## config.mk

```make
export PLATFORM = sky130hd
export DESIGN_NAME = uart_tx_fifo
export DESIGN_NICKNAME = d
export VERILOG_FILES = /design/src/rtl/uart_pkg.sv /design/src/rtl/sync_fifo.sv /design/src/rtl/uart_tx_fifo.sv
export SDC_FILE = /design/constraint.sdc
export NUM_CORES = 1
export LEC_CHECK = 0
export CAP_MARGIN = 20
export CORE_ASPECT_RATIO = 0.6
export CORE_MARGIN = 2
export CORE_UTILIZATION = 45
export CTS_CLUSTER_SIZE = 28
export DETAILED_ROUTE_END_ITERATION = 8
export DONT_BUFFER_PORTS = 1
export GPL_ROUTABILITY_DRIVEN = 0
export PLACE_DENSITY = 0.62
export SYNTH_ARGS = -nofsm -noshare
export SYNTH_HDL_FRONTEND = slang
export SYNTH_HIERARCHICAL = 1
export SYNTH_SLANG_ARGS = --single-unit
```

## constraint.sdc

```tcl
create_clock -name clk -period 4.3 [get_ports clk]
set_input_delay 0.86 -clock clk [delete_from_list [all_inputs] [get_ports clk]]
set_output_delay 0.86 -clock clk [all_outputs]
set_load 0.005 [all_outputs]
```

## src/rtl/uart_pkg.sv

```systemverilog
// Shared definitions for the UART transmitter: FSM encoding, frame geometry and divider defaults.
package uart_pkg;

  typedef enum logic [1:0] {
    StIdle,
    StStart,
    StData,
    StStop
  } tx_state_e;

  localparam int unsigned FrameBits     = 10;
  localparam int unsigned DataBits      = 8;
  localparam int unsigned DivWidth      = 16;
  localparam int unsigned DivMinDefault = 2;

endpackage

```

## src/rtl/sync_fifo.sv

```systemverilog
// Single-clock FIFO with occupancy count; full/empty are derived from the level, pointers wrap.
module sync_fifo #(
  parameter int unsigned Depth = 8,
  parameter int unsigned Width = 8
) (
  input  logic                   clk_i,
  input  logic                   rst_ni,
  input  logic                   push_i,
  input  logic [Width-1:0]       wdata_i,
  input  logic                   pop_i,
  output logic [Width-1:0]       rdata_o,
  output logic [$clog2(Depth):0] level_o,
  output logic                   full_o,
  output logic                   empty_o
);

  localparam int unsigned PtrW = (Depth > 1) ? $clog2(Depth) : 1;
  localparam int unsigned LvlW = $clog2(Depth) + 1;

  logic [Width-1:0] mem_q [Depth];
  logic [PtrW-1:0]  wr_ptr_q, rd_ptr_q;
  logic [LvlW-1:0]  level_q, level_d;
  logic             do_push, do_pop;

  assign full_o  = (level_q == LvlW'(Depth));
  assign empty_o = (level_q == '0);
  assign do_push = push_i && !full_o;
  assign do_pop  = pop_i && !empty_o;
  assign rdata_o = mem_q[rd_ptr_q];
  assign level_o = level_q;

  always_comb begin
    level_d = level_q;
    unique case ({do_push, do_pop})
      2'b10:   level_d = level_q + LvlW'(1);
      2'b01:   level_d = level_q - LvlW'(1);
      default: level_d = level_q;
    endcase
  end

  always_ff @(posedge clk_i or negedge rst_ni) begin
    if (!rst_ni) begin
      wr_ptr_q <= '0;
      rd_ptr_q <= '0;
      level_q  <= '0;
    end else begin
      if (do_push) wr_ptr_q <= wr_ptr_q + PtrW'(1);
      if (do_pop)  rd_ptr_q <= rd_ptr_q + PtrW'(1);
      level_q <= level_d;
    end
  end

  // Storage is deliberately left out of reset; only the pointers and level define validity.
  always_ff @(posedge clk_i) begin
    if (do_push) mem_q[wr_ptr_q] <= wdata_i;
  end

endmodule

```

## src/rtl/uart_tx_fifo.sv

```systemverilog
// FIFO-buffered UART transmitter: 8N1 frames, divider latched at frame start, back-to-back frames.
module uart_tx_fifo
  import uart_pkg::*;
#(
  parameter int unsigned FIFO_DEPTH = 8,
  parameter int unsigned DIV_MIN    = DivMinDefault
) (
  input  logic                        clk,
  input  logic                        resetn,
  input  logic [DivWidth-1:0]         cfg_div,
  input  logic                        in_valid,
  input  logic [DataBits-1:0]         in_data,
  output logic                        in_ready,
  output logic                        ser_tx,
  output logic                        busy,
  output logic [$clog2(FIFO_DEPTH):0] fifo_level
);

  localparam int unsigned BitW = $clog2(DataBits);
  localparam logic [DivWidth-1:0] DivMin = DivWidth'(DIV_MIN);

  tx_state_e             state_q, state_d;
  logic [DivWidth-1:0]   div_q, div_d, cnt_q, cnt_d, div_eff;
  logic [BitW-1:0]       bit_q, bit_d;
  logic [DataBits-1:0]   shift_q, shift_d, fifo_rdata;
  logic                  tx_q, tx_d;
  logic                  fifo_pop, fifo_full, fifo_empty, bit_end, launch;

  sync_fifo #(
    .Depth (FIFO_DEPTH),
    .Width (DataBits)
  ) u_fifo (
    .clk_i   (clk),
    .rst_ni  (resetn),
    .push_i  (in_valid),
    .wdata_i (in_data),
    .pop_i   (fifo_pop),
    .rdata_o (fifo_rdata),
    .level_o (fifo_level),
    .full_o  (fifo_full),
    .empty_o (fifo_empty)
  );

  assign in_ready = !fifo_full;
  assign busy     = (state_q != StIdle) || !fifo_empty;
  assign ser_tx   = tx_q;
  assign div_eff  = (cfg_div < DivMin) ? DivMin : cfg_div;
  assign bit_end  = (cnt_q == div_q - DivWidth'(1));

  always_comb begin
    state_d  = state_q;
    div_d    = div_q;
    cnt_d    = cnt_q;
    bit_d    = bit_q;
    shift_d  = shift_q;
    tx_d     = tx_q;
    fifo_pop = 1'b0;
    launch   = 1'b0;
    unique case (state_q)
      StIdle: begin
        tx_d   = 1'b1;
        launch = !fifo_empty;
      end
      StStart: begin
        if (bit_end) begin
          state_d = StData;
          cnt_d   = '0;
          bit_d   = '0;
          tx_d    = shift_q[0];
          shift_d = shift_q >> 1;
        end else begin
          cnt_d = cnt_q + DivWidth'(1);
        end
      end
      StData: begin
        if (bit_end) begin
          cnt_d = '0;
          if (bit_q == BitW'(DataBits - 1)) begin
            state_d = StStop;
            tx_d    = 1'b1;
          end else begin
            bit_d   = bit_q + BitW'(1);
            tx_d    = shift_q[0];
            shift_d = shift_q >> 1;
          end
        end else begin
          cnt_d = cnt_q + DivWidth'(1);
        end
      end
      StStop: begin
        if (bit_end) begin
          cnt_d  = '0;
          launch = !fifo_empty;
          if (fifo_empty) state_d = StIdle;
        end else begin
          cnt_d = cnt_q + DivWidth'(1);
        end
      end
      default: state_d = StIdle;
    endcase
    // Frame launch is shared by IDLE and end-of-STOP so consecutive frames have no gap.
    if (launch) begin
      fifo_pop = 1'b1;
      shift_d  = fifo_rdata;
      tx_d     = 1'b0;
      div_d    = div_eff;
      cnt_d    = '0;
      state_d  = StStart;
    end
  end

  always_ff @(posedge clk or negedge resetn) begin
    if (!resetn) begin
      state_q <= StIdle;
      div_q   <= '0;
      cnt_q   <= '0;
      bit_q   <= '0;
      shift_q <= '0;
      tx_q    <= 1'b1;
    end else begin
      state_q <= state_d;
      div_q   <= div_d;
      cnt_q   <= cnt_d;
      bit_q   <= bit_d;
      shift_q <= shift_d;
      tx_q    <= tx_d;
    end
  end

endmodule

```

==> flow_metrics.py <==
metrics = {
    "status": {
        "status": "complete, no violations",
    },
    "floorplanning": {
        "floorplan.initialDensity": 0.4552,
        "core_area_um2": 13500,
        "die-area_um2": 14640,
        "io_pins": 34,
        "die_x_um": 154.9,
        "die_y_um": 94.53,
        "rows": 33,
    },
    "cells_and_area": {
        "finalNonFillerCells": 666,
        "syn_to_final_growth_pct": 14.41,
        "drive_above_1_share": 0.1996,
        "fin_area_um2": 7032,
        "fill_cells": 1099,
        "antenna_cells": 0,
        "fin_nets": 520,
    },
    "clock_network": {
        "ctsHtreeMaxLevel": 4,
        "ctsRootBufferMaster": "clkbuf_16",
        "cts.sinks": 120,
        "clkLatencyLatePin_ns": 0.41,
        "clkTransAtPathRegs_ns": 0.06,
        "cts_buffers": 17,
        "cts_tree": "yes",
        "holdBufCountCts": 0,
        "cts_buffer_depth": 2,
    },
    "detailed_routing": {
        "vias": 3811,
        "routedWlPerCell_um": 19.14,
        "post-route-drc-count": 0,
        "routed_wl_um": 12750,
        "vias_per_cell": 5.722,
        "first_pass_iters": 4,
        "drtIter0Drc": 294,
        "antenna_left": 0,
    },
    "pwr": {
        "power_w": 0.003376,
        "pwr_density_cell_nw_per_um2": 480.1,
        "ir_drop_mv": 0.3466,
        "leakagePower_nw": 2.626,
    },
    "global_routing": {
        "grt_use_total": 0.1846,
        "grt_overflow": 0,
        "antenna_found_initial": 0,
        "grt_max_degree": 57,
        "grt_pass1_wl_um": 20100,
        "grt_pass1_vias": 3701,
    },
    "synthesis": {
        "synthTopCellsByCount": "edfxtp_1 (64), dfrtp_1 (55), nor2_1 (28)",
        "synth_edf_count": 64,
        "ys_seq_area_frac": 0.5409,
        "synth_area_leaders": "edfxtp_1 (31%), dfrtp_1 (22%), mux4_1 (6.8%), mux2_1 (4.2%), mux2_2 (3.3%)",
        "yosysWarnings": 6,
        "yosysTopAreaCell": "edfxtp_1",
        "postSynthCellCount": 465,
        "synth_top_cell_area_share": 0.3127,
        "syn_avg_cell_area_um2": 13.22,
        "synth-async-reset-ratio": 0.4667,
        "synth_fp_nets": 507,
        "ys_seq_elements": 120,
        "synthesis.area_um2": 6146,
        "yosysMostFrequentCell": "edfxtp_1",
        "ys.flop_type": "edfxtp_1",
        "yosys.cell_types.count": 66,
    },
    "place": {
        "pre_cts_ws_ns": 0.01186,
        "place_area_um2": 6342,
        "port_buffers": 0,
        "place_inst": 627,
        "place.detailed.hpwl_um": 8567,
    },
    "timing": {
        "post-route-min-period_ns": 4.193,
        "worst_pin_slew_ns": 0.9839,
        "slew_viol_final": 0,
        "period_share": 0.9752,
        "slew_headroom": 0.3417,
        "fin_ws_ns": 0.1065,
        "hold_viol": 0,
        "fmax_mhz": 238.5,
        "setup_viol": 0,
        "clock_skew_ns": 0.01138,
    },
    "flow_run": {
        "maxCapViolations": 0,
    },
    "setup_path": {
        "ff2ff_setup_slack_ns": 0.11,
        "crit_fanout": 7,
        "critPathCaptureType": "register",
        "cp-start-kind": "register",
        "crit_type": "register to register",
        "arrival_ns": 4.47,
        "required_ns": 4.58,
    },
    "worst_hold_path": {
        "hp-class": "input port to asynchronous set/reset pin",
    },
}
[per-layer routing]
metal,global-route usage,part of all wire
met5,0,0
met3,0.05369,0.051
met2,0.2696,0.43
met4,0.05787,0.0092
met1,0.2666,0.50
[critical path, cell delays in order, from the launching register on]
cell and delay, ns:
dfrtp_2 0.44, inv_2 0.10, ha_4 0.17, or3b_4 0.42
nor4_4 0.30, o2111ai_2 0.13, or4_4 0.51, nor4_4 0.35
a21oi_2 0.14, nor2_4 0.11, o41ai_2 0.10, inv_1 0.13
ha_4 0.18, ha_4 0.22, or4b_4 0.53, o311ai_2 0.11
o211ai_1 0.12
[path summary, 6_finish.rpt]
kind | startpoint | to | cells after the start
max in group asynchronous | resetn | ser_tx$_DFFE_PN1P_ | 0
worst max register to register | div_q[0]$_DFFE_PN0P_ | u_fifo/level_o[3]$_DFFE_PN0P_ | 16
worst min-delay path | resetn | div_q[6]$_DFFE_PN0P_ | 0
min in group clk | ser_tx$_DFFE_PN1P_ | ser_tx$_DFFE_PN1P_ | 2
worst min register to register | ser_tx$_DFFE_PN1P_ | ser_tx$_DFFE_PN1P_ | 2
worst max-delay path | div_q[0]$_DFFE_PN0P_ | u_fifo/level_o[3]$_DFFE_PN0P_ | 16
[area by class of cell]
type / count / area [um2] / area share
Clock buffer: 18 / 429.2 / 0.06103
Clock inverter: 14 / 163.9 / 0.02331
Inverter: 19 / 71.32 / 0.01014
Multi-Input combinational cell: 304 / 2701 / 0.3842
Sequential cell: 120 / 3327 / 0.4731
Tap cell: 175 / 219.0 / 0.03114
Timing Repair Buffer: 16 / 120.1 / 0.01708
[sequential cells by signal (all words and copies together), names as in the netlist]
register and cells:
u_fifo/wr_ptr_q 3, u_fifo/rd_ptr_q 3, state_q 2, u_fifo/level_o 4
cnt_q 16, shift_q 8, u_fifo/mem_q 64, div_q 16
ser_tx 1, bit_q 3
[cell families after synthesis]
family          synth area share
fa+ha+maj                0.03176
compound gates           0.05578
simple gates              0.1360
buf+inv                  0.03522
xor+xnor                 0.04703
mux                       0.1533
flops                     0.5409
[metrics by stage]
stage / util / setup TNS (ns) / hold WS, ns
CTS: 0.5137 / 0 / 0.1238
global placement: 0.4697 / 0 / 0.4901
finish: 0.5208 / 0 / 0.1416
floorplan: - / 0 / 0.4574
detailed placement: 0.4697 / 0 / 0.4833
global route: 0.5208 / -0.04276 / 0.1119
[where the power goes]
part           switching (W)  internal, W  total, W
combinational       0.000219     0.000194  0.000413
clock               0.000546     0.000869   0.00142
sequential          0.000165      0.00138   0.00155
total               0.000931      0.00245   0.00338
[repair_timing]
item                                    4_1_cts  5_1_grt
pin swaps                                     1        5
endpoints found under the setup margin        1        1
hold endpoints to repair                      0        0
resized for setup                             0        8
setup buffers                                 0        7
[cell usage in the layout (no fill, tap or decap), types with 7 or more instances in the layout]
| cell type | count |
|---|---|
| a21oi_1 | 7 |
| buf_4 | 16 |
| clkbuf_16 | 17 |
| dfrtp_1 | 53 |
| edfxtp_1 | 64 |
| ha_1 | 11 |
| inv_1 | 17 |
| mux2_1 | 23 |
| mux2_2 | 18 |
| mux4_1 | 16 |
| nand2_1 | 25 |
| nand3_1 | 12 |
| nand4_1 | 7 |
| nor2_1 | 28 |
| nor2b_1 | 12 |
| nor3_1 | 12 |
| nor4_1 | 7 |
| o21ai_0 | 18 |
| xnor2_1 | 18 |
| xor2_1 | 15 |
(Power assumes the default switching activity.)
